`config.mk`:
```
export PLATFORM = sky130hd
export DESIGN_NAME = adder_arbiter
export DESIGN_NICKNAME = d
export VERILOG_FILES = /design/src/rtl/adder_arbiter.sv
export SDC_FILE = /design/constraint.sdc
export NUM_CORES = 1
export LEC_CHECK = 0
export BUFFER_PORTS_ARGS = -buffer_cell sky130_fd_sc_hd__buf_2
export CORE_MARGIN = 2
export CORE_UTILIZATION = 43
export CTS_CLUSTER_SIZE = 40
export DETAILED_ROUTE_END_ITERATION = 12
export HOLD_SLACK_MARGIN = 0.02
export PLACE_DENSITY = 0.75
export SYNTH_ARGS = -nofsm -noshare
export SYNTH_HDL_FRONTEND = slang
export SYNTH_SLANG_ARGS = --single-unit
```
`constraint.sdc`:
```
create_clock -name clk -period 12.7 [get_ports clk]
set_clock_uncertainty 0.15 [all_clocks]
set_input_delay 0 -clock clk [delete_from_list [all_inputs] [get_ports clk]]
set_output_delay 0 -clock clk [all_outputs]
set_load 0.02 [all_outputs]
```
`src/rtl/adder_arbiter.sv`:
```
// adder_arbiter: round-robin arbiter sharing one ripple-carry adder through a 2-stage pipeline.
// Optional subtract and signed-overflow support is enabled by defining ADDER_ARB_SUB_EN.
module adder_arbiter #(
  parameter int N    = 32,
  parameter int NREQ = 3
) (
  input  logic              clk,
  input  logic              rst,
  input  logic [NREQ-1:0]   req,
  input  logic [NREQ*N-1:0] a_in,
  input  logic [NREQ*N-1:0] b_in,
  input  logic [NREQ-1:0]   sub_in,
  output logic [NREQ-1:0]   gnt,
  output logic [NREQ-1:0]   done,
  output logic [N-1:0]      y,
  output logic              cout,
  output logic              ovf
);
  localparam int PW = (NREQ > 1) ? $clog2(NREQ) : 1;

  logic [PW-1:0]   ptr_r;
  logic [PW-1:0]   win_s;
  logic [PW-1:0]   idx_s;
  logic            hit_s;
  logic            any_s;
  logic [NREQ-1:0] gnt_s;

  logic            s1_valid_r;
  logic [N-1:0]    a_r;
  logic [N-1:0]    b_r;
  logic [NREQ-1:0] id_r;
`ifdef ADDER_ARB_SUB_EN
  logic            sub_r;
`else
  logic            unused_sub_s;
  assign unused_sub_s = ^sub_in;
`endif

  logic [N-1:0]    bop_s;
  logic [N-1:0]    sum_s;
  logic            c_s;
  logic            cout_s;
  logic            ovf_s;

  logic [N-1:0]    y_r;
  logic            cout_r;
  logic            ovf_r;
  logic [NREQ-1:0] done_r;

  // (base + k) mod NREQ for base < NREQ and 0 <= k <= NREQ
  function automatic logic [PW-1:0] wrap_inc(input logic [PW-1:0] base, input int k);
    int s;
    s = int'(base) + k;
    return (s >= NREQ) ? PW'(s - NREQ) : PW'(s);
  endfunction

  // One-bit full adder cell: returns {carry_out, sum}
  function automatic logic [1:0] fulladder(input logic x, input logic z, input logic ci);
    return {(x & z) | (x & ci) | (z & ci), x ^ z ^ ci};
  endfunction

  // Round-robin search starting at ptr_r; first requesting index wins
  always_comb begin
    gnt_s = '0;
    win_s = '0;
    any_s = 1'b0;
    idx_s = '0;
    hit_s = 1'b0;
    for (int k = 0; k < NREQ; k++) begin
      idx_s        = wrap_inc(ptr_r, k);
      hit_s        = req[idx_s] & ~any_s;
      gnt_s[idx_s] = hit_s;
      win_s        = hit_s ? idx_s : win_s;
      any_s        = any_s | hit_s;
    end
  end

  // Stage 1: capture the winner's operands and advance the priority pointer
  always_ff @(posedge clk or posedge rst) begin
    if (rst) begin
      ptr_r      <= '0;
      s1_valid_r <= 1'b0;
      a_r        <= '0;
      b_r        <= '0;
      id_r       <= '0;
`ifdef ADDER_ARB_SUB_EN
      sub_r      <= 1'b0;
`endif
    end else begin
      s1_valid_r <= any_s;
      if (any_s) begin
        ptr_r <= wrap_inc(win_s, 1);
        a_r   <= a_in[win_s*N +: N];
        b_r   <= b_in[win_s*N +: N];
        id_r  <= gnt_s;
`ifdef ADDER_ARB_SUB_EN
        sub_r <= sub_in[win_s];
`endif
      end
    end
  end

  // Shared ripple-carry adder on the stage-1 registers; subtract inverts b with carry-in 1
  always_comb begin
`ifdef ADDER_ARB_SUB_EN
    bop_s = sub_r ? ~b_r : b_r;
    c_s   = sub_r;
`else
    bop_s = b_r;
    c_s   = 1'b0;
`endif
    sum_s = '0;
    for (int i = 0; i < N; i++) begin
      {c_s, sum_s[i]} = fulladder(a_r[i], bop_s[i], c_s);
    end
    cout_s = c_s;
`ifdef ADDER_ARB_SUB_EN
    ovf_s = sub_r ? ((a_r[N-1] != b_r[N-1]) & (sum_s[N-1] != a_r[N-1]))
                  : ((a_r[N-1] == b_r[N-1]) & (sum_s[N-1] != a_r[N-1]));
`else
    ovf_s = 1'b0;
`endif
  end

  // Stage 2: register the result every edge; done pulses only for valid stage-1 data
  always_ff @(posedge clk or posedge rst) begin
    if (rst) begin
      y_r    <= '0;
      cout_r <= 1'b0;
      ovf_r  <= 1'b0;
      done_r <= '0;
    end else begin
      y_r    <= sum_s;
      cout_r <= cout_s;
      ovf_r  <= ovf_s;
      done_r <= id_r & {NREQ{s1_valid_r}};
    end
  end

  assign gnt  = gnt_s;
  assign done = done_r;
  assign y    = y_r;
  assign cout = cout_r;
  assign ovf  = ovf_r;

endmodule

```
Yosys cells after proc, flatten, opt, wreduce, memory -nomap -nowiden. Index checks and enable logic that the tools add are counted.

Add/sub/neg operators: 7. Multiply operators: 0. Divide/modulo/power cells: 0. Order comparisons: 10. Eq/ne operators: 0. Shift-type cells: 2. Muxes and demuxes: 21. Bitwise logic cells: 227. Reduce and logical (&&, ||, !) cells: 3.

Operator list (count): 96-bit by 8-bit variable part select with 32-bit output (2); 1-bit bitwise AND (96); 1-bit bitwise OR (64); 1-bit XOR (63); 2-bit two-way mux (7); 3-bit by 2-bit >= comparator with 1-bit output, second input constant (3); 2-bit by 3-bit < comparator with 1-bit output, second input constant (3); 2-bit subtractor, second input constant (4); 2-bit by 1-bit adder with 3-bit output, second input constant (2); 3-bit bitwise AND (2); 1-bit binary-select mux with 2-bit select (3); 3-bit bitwise mux (2); 1-bit demux with 2-bit select (3); 2-bit by 1-bit >= comparator with 1-bit output, second input constant (3); 1-bit two-way mux (6); 2-bit by 2-bit adder with 3-bit output, second input constant (1); 1-bit logical AND (3); 2-bit >= comparator, second input constant (1); 1-bit inverter (2).

Flip-flop bits (word level): 106. Latch bits: 0. Memory bits (writable): 0. ROM bits: 0. Input port bits: 200. Output and inout bits: 40. Logic and storage cells: 278. Memories kept: 0.

Longest topological paths before layout. Gate-level depths: netlist (run 1).

Depth in word-level cells: 94. Gate-level depth with buffers: 34. Depth with buffers taken out: 34.

Worst setup path before layout (run 1). OpenSTA, ideal clock, no wires.

Kind: register -> register. Start: register a_r[0]. End: register y_r[31], in the netlist y[31]. Setup time: 0.064 ns. Arrival: 12.426 ns. Required time: 12.486 ns. Slack: 0.060 ns. Cell stages (with the launch flop): 35. Buffers on the path: 0. Period minus slack after synthesis: 12.640 ns. Cells stage by stage: dfrtp_1 ha_1 fa_1 fa_1 fa_1 fa_1 fa_1 fa_1 fa_1 fa_1 fa_1 fa_1 fa_1 fa_1 fa_1 fa_1 fa_1 fa_1 fa_1 fa_1 fa_1 fa_1 fa_1 fa_1 fa_1 fa_1 fa_1 fa_1 fa_1 fa_1 fa_1 fa_1 inv_1 fa_1 inv_1.

Word-level cells in the longest chain between the ends: 92. Elaborated cells on any way between the ends: 122.

Ends and longest elaborated chain: from (decl) (RTL line 29) `logic [N-1:0] a_r;`; from (signal assigned) (RTL line 93) `a_r <= a_in[win_s*N +: N];`; 1-bit bitwise AND (*) (RTL line 59) `return {(x & z) | (x & ci) | (z & ci), x ^ z ^ ci};`; 1-bit bitwise AND (RTL line 59); 1-bit bitwise OR (RTL line 59); 1-bit bitwise OR (*) (RTL line 59); 1-bit bitwise AND (RTL line 59); 1-bit bitwise OR (RTL line 59); 1-bit bitwise OR (*) (RTL line 59); 1-bit bitwise AND (RTL line 59); [... 77 more ...]; 1-bit bitwise AND (RTL line 59); 1-bit bitwise OR (RTL line 59); 1-bit bitwise OR (*) (RTL line 59); 1-bit bitwise AND (RTL line 59); 1-bit bitwise OR (RTL line 59); 1-bit bitwise OR (*) (RTL line 59); 1-bit XOR (*) (RTL line 59); net sum_s[31] (RTL line 40) `logic [N-1:0] sum_s;`; to (signal assigned) (RTL line 133) `y_r <= sum_s;`; to (decl) (RTL line 45) `logic [N-1:0] y_r;`.

Mark *: on every way through the listed nets, which the timed path passes. The rest lies on a longest branch. A chain may end at the register's enable or synchronous reset.

Worst setup path in the final report (run 1). Ends and elaborated chain as after synthesis.

==> results of run 1 <==
==> cell type report <==
class,instances,area [um^2],area share
repair buffers,369,2505,0.3064
multi-input cells,278,2454,0.3001
clock buffers,13,280.3,0.03428
well taps,168,210.2,0.02571
clock inverters,2,10.01,0.001224
flip-flops and latches,106,2653,0.3244
inverters,16,62.56,0.007651
diodes,1,2.502,0.0003060
==> sequential cells by signal (all words and copies together), names as in the netlist <==
register / count
s1_valid_r: 1
done: 3
ptr_r: 2
id_r: 3
a_r: 32
cout: 1
y: 32
b_r: 32
==> worst min path at each step <==
stage	startpoint	to	slack [ns]
2_1_floorplan	a_in[64]	a_r[0]	0.03
3_3_place_gp	rst	b_r[21]	-0.04
3_5_place_dp	rst	y[20]	-0.01
4_1_cts	req[0]	id_r[0]	0.09
5_1_grt	req[0]	id_r[0]	0.15
6_report	req[0]	id_r[0]	0.12
==> per-stage QoR <==
stage | utilization | hold slack, ns
2_1_floorplan | - | 0.03025
3_3_place_gp | 0.5404 | -0.03589
3_5_place_dp | 0.5404 | -0.01042
4_1_cts | 0.6741 | 0.09323
5_1_grt | 0.6751 | 0.1490
6_report | 0.6751 | 0.1176
==> synthesized netlist by cell type, types with 3 or more instances <==
cell	number	share of area
fa_1	31	0.12
a21oi_1	67	0.062
buf_1	3	0.0021
dfrtp_1	106	0.49
buf_6	7	0.015
o21ai_0	3	0.0028
o22ai_1	65	0.076
ha_1	6	0.014
and2_1	4	0.0046
nor3_1	3	0.0028
nor2_1	3	0.0021
mux2i_1	66	0.12
o21ai_1	3	0.0028
inv_1	15	0.010
o21bai_1	3	0.0042
buf_12	4	0.015
clkbuf_1	9	0.0063
buf_4	5	0.0070
buf_2	5	0.0046
nand2_1	4	0.0028
==> worst reg2reg max path, delay by kind of cell (launching register included) <==
family                   cells  cell delay, ns
adder cells (fa/ha/maj)     32           11.73
buffers and inverters        2            0.13
flip-flops                   1            0.39
==> cells by family (layout without fill, tap and decap cells) <==
logic type | Yosys count | count (layout) | share of synthesized area
buffers and inverters | 50 | 400 | 0.06346
AND/OR/NAND/NOR | 22 | 22 | 0.02510
other | 1 | 2 | 0.0006967
flip-flops | 106 | 106 | 0.4928
multiplexers | 66 | 66 | 0.1227
adder cells (fa/ha/maj) | 38 | 38 | 0.1313
AO/OA/AOI/OAI | 151 | 151 | 0.1639
==> per-layer routing <==
layer,track usage,wire length [um]
met5,0,0
met2,0.4331,8454
met3,0.05073,1035
met1,0.2712,6213
met4,0.1079,527
==> power by group <==
part	internal [mW]	total (mW)	leakage [nW]	switching, mW
Clock	0.153	0.272	0.147	0.119
Combinational	0.597	1.20	2.57	0.599
Sequential	0.529	0.650	1.22	0.121
==> timing repair <==
action / CTS / global route
pin swaps: 2 / 2
endpoints found under the setup margin: 3 / 2
hold buffers: 129 / 0
endpoints found under the hold margin: 114 / 0
gates resized for setup: 15 / 4
==> flow_metrics.env, run 1 <==
export IMPL_die_w_um=115.9
export IMPL_dieArea_mm2=0.01343
export IMPL_synth_cells=434
export IMPL_cp_start_kind="register"
export IMPL_htree_levels=3
export IMPL_cts_setup_buffers=0
export IMPL_dp_slack_ns=-0.6681
export IMPL_cts_tree="built"
export IMPL_mostFrequentLayoutCells="buf_2 (235), dlygate4sd3_1 (129), dfrtp_1 (106)"
export IMPL_r2r_slack_ns=0.25
export IMPL_synth_top_flop_cell="dfrtp_1"
export IMPL_totalNegativeSetupSlack_ns=0
export IMPL_clkLatencyLatePin_ns=0.34
export IMPL_timing_final_crit_period_ns=12.45
export IMPL_maxCapViolCount=0
export IMPL_track_usage=0.2392
export IMPL_overflow=0
export IMPL_ys_ff_latch=106
export IMPL_clk_pin_slew_ns=0.07
export IMPL_cts_root_buffer="clkbuf_16"
export IMPL_async_reset_ff_frac=1.000
export IMPL_syn2layout_area_growth_pct=51.91
export IMPL_ir_drop_uv=150.6
export IMPL_power_mw=2.118
export IMPL_wirelength_um=16230
export IMPL_tightestPinTransition_ns=0.8029
export IMPL_r2r_worst_path_cells=34
export IMPL_yosysSeqAreaShare=0.4928
export IMPL_fin_area_mm2=0.008177
export IMPL_dp_hpwl_um=9998
export IMPL_finalSetupViolCount=0
export IMPL_vias=4936
export IMPL_ant_nets=0
export IMPL_antenna_found_initial=1
export IMPL_p_leak_nw=3.938
export IMPL_drive_above_1_share=0.3610
export IMPL_placed_cell_area_mm2=0.006545
export IMPL_grt_start_max_net_pins=73
export IMPL_crit_path_max_fanout=2
export IMPL_cp_num_buf_inv=2
export IMPL_final_cells=953
export IMPL_critPathCapture="y[31]"
export IMPL_cts_inserted_buffers=9
export IMPL_gp_congestion=0.7773
export IMPL_cp_top_family="adder cells"
export IMPL_synth_edf_count=0
export IMPL_regToRegEndpoint="y[31]"
export IMPL_critPathSlowestCell="fa_1"
export IMPL_syn_area_per_cell_um2=12.40
export IMPL_clk_path_buf_depth=2
export IMPL_netlist_cell_type_count=40
export IMPL_final_common_cell="buf_2"
export IMPL_fin_ws_ns=0.2450
export IMPL_fillCellCount=903
export IMPL_route_detailed_drc=0
export IMPL_max_freq_ghz=0.08029
export IMPL_yosys_warnings=0
export IMPL_post_route_period_util=0.9807
export IMPL_required_ns=12.83
export IMPL_wl_per_cell_um=17.03
export IMPL_syn_area_mm2=0.005383
export IMPL_final_nets=1017
export IMPL_num_rows=40
export IMPL_crit_top_cell="fa_2"
export IMPL_io_buffers=235
export IMPL_crit_arrival_ns=12.59
export IMPL_power_per_cell_area_mw_per_mm2=259.0
export IMPL_ios=240
export IMPL_drt_iter0_drc=215
export IMPL_first_pass_iters=4
export IMPL_initial_core_util=0.4444
export IMPL_rsz0062_at_grt="no"
export IMPL_cp_depth=34
export IMPL_dpl_cell_count=808
export IMPL_hold_path_class="input pin to register"
export IMPL_end_kind="register"
export IMPL_slew_headroom=0.4647
export IMPL_status="completed"
export IMPL_hold_viol=0
export IMPL_drv_slew=0
export IMPL_holdPathStages=4
export IMPL_core_area_mm2=0.01211
export IMPL_routed_via_density=5.179
export IMPL_critPathLaunch="a_r[0]"
export IMPL_grt_pass1_wl_um=24670
export IMPL_fp_dieH_um=115.9
export IMPL_first_global_vias=5280
export IMPL_cts_sinks=106
export IMPL_crit_type="register to register"
export IMPL_synth_nets=671
export IMPL_cpPeakStageDelay_ns=0.40
export IMPL_worstReg2RegStart="a_r[0]"
Power figures use the tool's default switching activity.
==> run 2: changes to the inputs <==
--- a/config.mk
+++ b/config.mk
@@ -9,3 +9,3 @@
 export CORE_MARGIN = 2
-export CORE_UTILIZATION = 43
+export CORE_UTILIZATION = 48
 export CTS_CLUSTER_SIZE = 40
@@ -13,3 +13,4 @@
 export HOLD_SLACK_MARGIN = 0.02
-export PLACE_DENSITY = 0.75
+export PLACE_DENSITY = 0.79
+export REMOVE_ABC_BUFFERS = 1
 export SYNTH_ARGS = -nofsm -noshare
==> constraint.sdc (replaced) <==
create_clock -name clk -period 12.35 [get_ports clk]
set_clock_uncertainty 0.15 [all_clocks]
set_input_delay 0 -clock clk [delete_from_list [all_inputs] [get_ports clk]]
set_output_delay 0 -clock clk [all_outputs]
set_load 0.1 [all_outputs]
==> run 2 against run 1 <==
Register-to-register slack is essentially flat; final cell count shrank 3.0%; critical endpoint unchanged; sequential share of layout area grew 0.47 points; utilization rose by 6.5 points; critical path depth unchanged.
==> flow_metrics.env, run 2 (synthesized netlist as in run 1, its figures left out) <==
export IMPL_overflow=0
export IMPL_syn2layout_area_growth_pct=49.72
export IMPL_r2r_slack_ns=0.25
export IMPL_mostFrequentLayoutCells="buf_2 (235), dlygate4sd3_1 (129), dfrtp_1 (106)"
export IMPL_fp_dieH_um=109.9
export IMPL_dp_hpwl_um=10130
export IMPL_ir_drop_uv=212.9
export IMPL_drt_iter0_drc=276
export IMPL_dieArea_mm2=0.01208
export IMPL_power_mw=2.543
export IMPL_gp_congestion=0.8251
export IMPL_critPathLaunch="a_r[0]"
export IMPL_status="completed"
export IMPL_rsz0062_at_grt="no"
export IMPL_hold_slack_ns=0.1275
export IMPL_hold_viol=0
export IMPL_num_rows=38
export IMPL_htree_levels=3
export IMPL_maxCapViolCount=0
export IMPL_timing_final_crit_period_ns=12.10
export IMPL_drv_slew=0
export IMPL_critPathSlowestCell="fa_2"
export IMPL_first_global_vias=5419
export IMPL_power_per_cell_area_mw_per_mm2=315.5
export IMPL_tightestPinTransition_ns=1.238
export IMPL_worstReg2RegStart="a_r[0]"
export IMPL_post_route_period_util=0.9797
export IMPL_ant_nets=0
export IMPL_end_kind="register"
export IMPL_clk_pin_slew_ns=0.11
export IMPL_routed_via_density=5.351
export IMPL_cp_start_kind="register"
export IMPL_crit_arrival_ns=12.26
export IMPL_cts_sinks=106
export IMPL_wirelength_um=16520
export IMPL_slew_headroom=0.1708
export IMPL_crit_top_cell="fa_2"
export IMPL_clk_path_buf_depth=2
export IMPL_cts_tree="built"
export IMPL_hold_path_class="input pin to register"
export IMPL_critPathCapture="y[31]"
export IMPL_die_w_um=109.9
export IMPL_grt_start_max_net_pins=74
export IMPL_cpPeakStageDelay_ns=0.41
export IMPL_grt_pass1_wl_um=25160
export IMPL_io_buffers=235
export IMPL_track_usage=0.2757
export IMPL_route_detailed_drc=0
export IMPL_final_nets=1017
export IMPL_initial_core_util=0.4944
export IMPL_totalNegativeSetupSlack_ns=0
export IMPL_required_ns=12.51
export IMPL_first_pass_iters=4
export IMPL_ios=240
export IMPL_drive_above_1_share=0.3699
export IMPL_p_leak_nw=3.881
export IMPL_insertedDiodeCount=0
export IMPL_crit_type="register to register"
export IMPL_clkLatencyLatePin_ns=0.36
export IMPL_final_common_cell="buf_2"
export IMPL_antenna_found_initial=0
export IMPL_cts_root_buffer="clkbuf_8"
export IMPL_dp_slack_ns=-0.8769
export IMPL_finalSetupViolCount=0
export IMPL_r2r_worst_path_cells=34
export IMPL_vias=4944
export IMPL_cts_inserted_buffers=9
export IMPL_max_freq_ghz=0.08265
export IMPL_regToRegEndpoint="y[31]"
export IMPL_fin_ws_ns=0.2511
export IMPL_wl_per_cell_um=17.88
export IMPL_core_area_mm2=0.01089
export IMPL_crit_path_max_fanout=2
-- run 2: cell count changes in the layout (fill, tap and decap cells not counted) --
cell        delta
fa_1           -7
clkbuf_8       +6
diode_2        -1
clkbuf_16      -9
bufinv_16      +1
fa_2           +7
clkinvlp_4     +2
-- run 2: what timing repair did --
action,4_1_cts,5_1_grt
hold buffers,129,0
endpoints found under the setup margin,4,2
resized for setup,19,7
pin swaps,0,1
hold endpoints to repair,120,0
buffers inserted,1,0
-- run 2: cell type report --
cell class	count	area, um^2
clock buffer	10	137.6
clock inverter	5	55.05
fill	722	2829
inverter	16	62.56
multi-input combinational	278	2471
sequential	106	2653
tap	140	175.2
timing repair buffer	369	2505
-- run 2: worst min-delay path by stage --
stage / start / endpoint / slack [ns] / cells after the start
final: req[0] / id_r[0] / 0.13 / 4
after global routing: req[0] / id_r[0] / 0.14 / 4
after CTS: req[0] / id_r[0] / 0.11 / 4
after detailed placement: rst / done[2] / 0.008 / 2
after global placement: rst / id_r[2] / -0.003 / 2
after floorplan: b_in[74] / b_r[10] / 0.03 / 2
-- run 2: critical path, delay by kind of cell (launching register included) --
kind | cells | cell delay [ns]
buffers and inverters | 2 | 0.13
adder cells (fa/ha/maj) | 32 | 11.38
flip-flops | 1 | 0.39
-- run 2: metrics by stage --
stage | area [um^2] | utilization | std cells
after floorplan | 5101 | - | 400
after CTS | 8041 | 0.7386 | 924
after global routing | 8059 | 0.7402 | 924
final | 8059 | 0.7402 | 924
after detailed placement | 6502 | 0.5972 | 779
after global placement | 6502 | 0.5972 | 779
-- run 2: per-layer routing --
layer / global-route usage / share of wire
met5: 0 / 0
met4: 0.1284 / 0.039
met3: 0.04149 / 0.062
met2: 0.5158 / 0.53
met1: 0.3042 / 0.37
-- run 2: power by group --
group          total, mW  internal (mW)  switching [mW]
combinational       1.66          0.625            1.03
clock              0.214         0.0977           0.116
sequential         0.671          0.543           0.129
==> run 3: changes to the inputs <==
ABC_AREA = 0   (was not set)
CORE_UTILIZATION = 30   (was 48)
PLACE_DENSITY = 0.53   (was 0.79)
==> run 3 against run 2 <==
Die area is 58% higher; routed wire length is 9.6% lower; via count is 3.2% lower; final area is 2.4% higher; highest routed layer unchanged; register-to-register slack better by 0.09 ns; critical path type unchanged.
==> flow_metrics.env, run 3 (synthesized netlist as in run 1, its figures left out) <==
export IMPL_fillCellCount=1620
export IMPL_fp_dieH_um=138.0
export IMPL_dieArea_mm2=0.01903
export IMPL_die_w_um=138.0
export IMPL_gp_congestion=0.7675
export IMPL_wl_per_cell_um=14.78
export IMPL_power_per_cell_area_mw_per_mm2=308.6
export IMPL_drt_iter0_drc=123
export IMPL_r2r_slack_ns=0.34
export IMPL_initial_core_util=0.3091
export IMPL_syn2layout_area_growth_pct=53.32
export IMPL_ir_drop_uv=233.3
export IMPL_grt_start_max_net_pins=73
export IMPL_grt_pass1_wl_um=23150
export IMPL_track_usage=0.1557
export IMPL_clk_pin_slew_ns=0.07
export IMPL_cts_root_buffer="clkbuf_16"
export IMPL_rsz0062_at_grt="no"
export IMPL_timing_final_crit_period_ns=12.01
export IMPL_crit_type="register to register"
export IMPL_cts_sinks=106
export IMPL_multi_input_area_mm2=0.002474
export IMPL_htree_levels=3
export IMPL_route_detailed_drc=0
export IMPL_mostFrequentLayoutCells="buf_2 (235), dlygate4sd3_1 (129), dfrtp_1 (106)"
export IMPL_r2r_worst_path_cells=34
export IMPL_drive_above_1_share=0.3728
export IMPL_ios=240
export IMPL_dp_hpwl_um=10220
export IMPL_num_rows=48
export IMPL_totalNegativeSetupSlack_ns=0
export IMPL_ant_nets=0
export IMPL_first_pass_iters=4
export IMPL_hold_path_class="input pin to register"
export IMPL_post_route_period_util=0.9721
export IMPL_regToRegEndpoint="y[31]"
export IMPL_routed_via_density=4.735
export IMPL_fin_ws_ns=0.3445
export IMPL_crit_arrival_ns=12.15
export IMPL_drv_slew=0
export IMPL_dp_slack_ns=-0.9813
export IMPL_final_nets=1018
export IMPL_clkLatencyLatePin_ns=0.35
export IMPL_final_common_cell="buf_2"
export IMPL_wirelength_um=14940
export IMPL_p_leak_nw=3.926
export IMPL_core_area_mm2=0.01742
export IMPL_slew_headroom=0.4563
export IMPL_cts_tree="built"
export IMPL_io_buffers=235
export IMPL_worstHoldStart="req[0]"
export IMPL_hold_end="id_r[0]"
export IMPL_max_freq_ghz=0.08330
export IMPL_crit_top_cell="fa_2"
export IMPL_hold_viol=0
export IMPL_regArea_mm2=0.002653
export IMPL_finalSetupViolCount=0
export IMPL_status="completed"
export IMPL_maxCapViolCount=0
export IMPL_cts_setup_buffers=0
export IMPL_clk_path_buf_depth=2
export IMPL_holdPathStages=4
export IMPL_antenna_found_initial=0
export IMPL_overflow=0
export IMPL_crit_path_max_fanout=2
export IMPL_utilization=0.4739
export IMPL_end_kind="register"
export IMPL_vias=4787
export IMPL_required_ns=12.49
export IMPL_hold_slack_ns=0.1264
export IMPL_critPathSlowestCell="fa_1"
export IMPL_insertedDiodeCount=0
export IMPL_cp_start_kind="register"
export IMPL_tightestPinTransition_ns=0.8155
export IMPL_cpPeakStageDelay_ns=0.40
export IMPL_first_global_vias=4888
export IMPL_cts_inserted_buffers=9
export IMPL_worstReg2RegStart="a_r[0]"
-- run 3: changes by cell type in the layout (fill, tap and decap cells not counted), sizes merged --
cell,change
bufinv,-1
buf,+1
inv,+1
clkbuf,-1
clkinvlp,-1
clkinv,+3
-- run 3: cell type report --
cell class	count	area share
sequential	106	0.3214
timing repair buffer	370	0.3044
multi-input combinational	278	0.2997
tap	225	0.03411
clock buffer	9	0.02729
inverter	16	0.007580
clock inverter	7	0.005458
-- run 3: per-layer routing --
layer | up-vias | global-route usage | wire, um
li1 | 2285 | - | -
met1 | 2311 | 0.1877 | 6006
met2 | 178 | 0.2745 | 7575
met3 | 13 | 0.04642 | 1192
met4 | 0 | 0.03515 | 163
met5 | - | 0 | 0
-- run 3: worst max-delay path: cells and delay by family, from the launching register on --
kind	cells	cell delay [ns]
adder cells (fa/ha/maj)	32	11.29
buffers and inverters	2	0.13
flip-flops	1	0.39
-- run 3: where the power goes --
| part | total, mW | switching (mW) | leakage (nW) | internal, mW |
|---|---|---|---|---|
| Clock | 0.264 | 0.127 | 0.135 | 0.136 |
| Sequential | 0.663 | 0.120 | 1.22 | 0.544 |
| Combinational | 1.62 | 1.01 | 2.57 | 0.613 |
-- run 3: worst max-delay path by stage --
| stage | start | end | slack (ns) | cells past startpoint |
|---|---|---|---|---|
| detailed placement | a_r[0] | y[31] | -0.98 | 34 |
| finish | a_r[0] | y[31] | 0.34 | 34 |
| CTS | a_r[0] | y[31] | 0.05 | 34 |
| floorplan | a_r[0] | y[31] | -0.29 | 34 |
| global route | a_r[0] | y[31] | 0.03 | 34 |
| global placement | a_r[0] | y[31] | -0.89 | 34 |
-- run 3: what timing repair did --
action	CTS	global route
endpoints found under the hold margin	116	0
hold buffers	129	0
pin swaps	2	4
resized for setup	22	5
setup endpoints to repair	4	1
-- run 3: stage by stage --
stage	total power [mW]	std cells	cell area [um^2]
after global routing	2.742	1011	8253
after global placement	1.971	866	6624
after floorplan	1.710	400	5101
final	2.547	1011	8253
after CTS	2.559	1011	8240
after detailed placement	2.019	866	6624
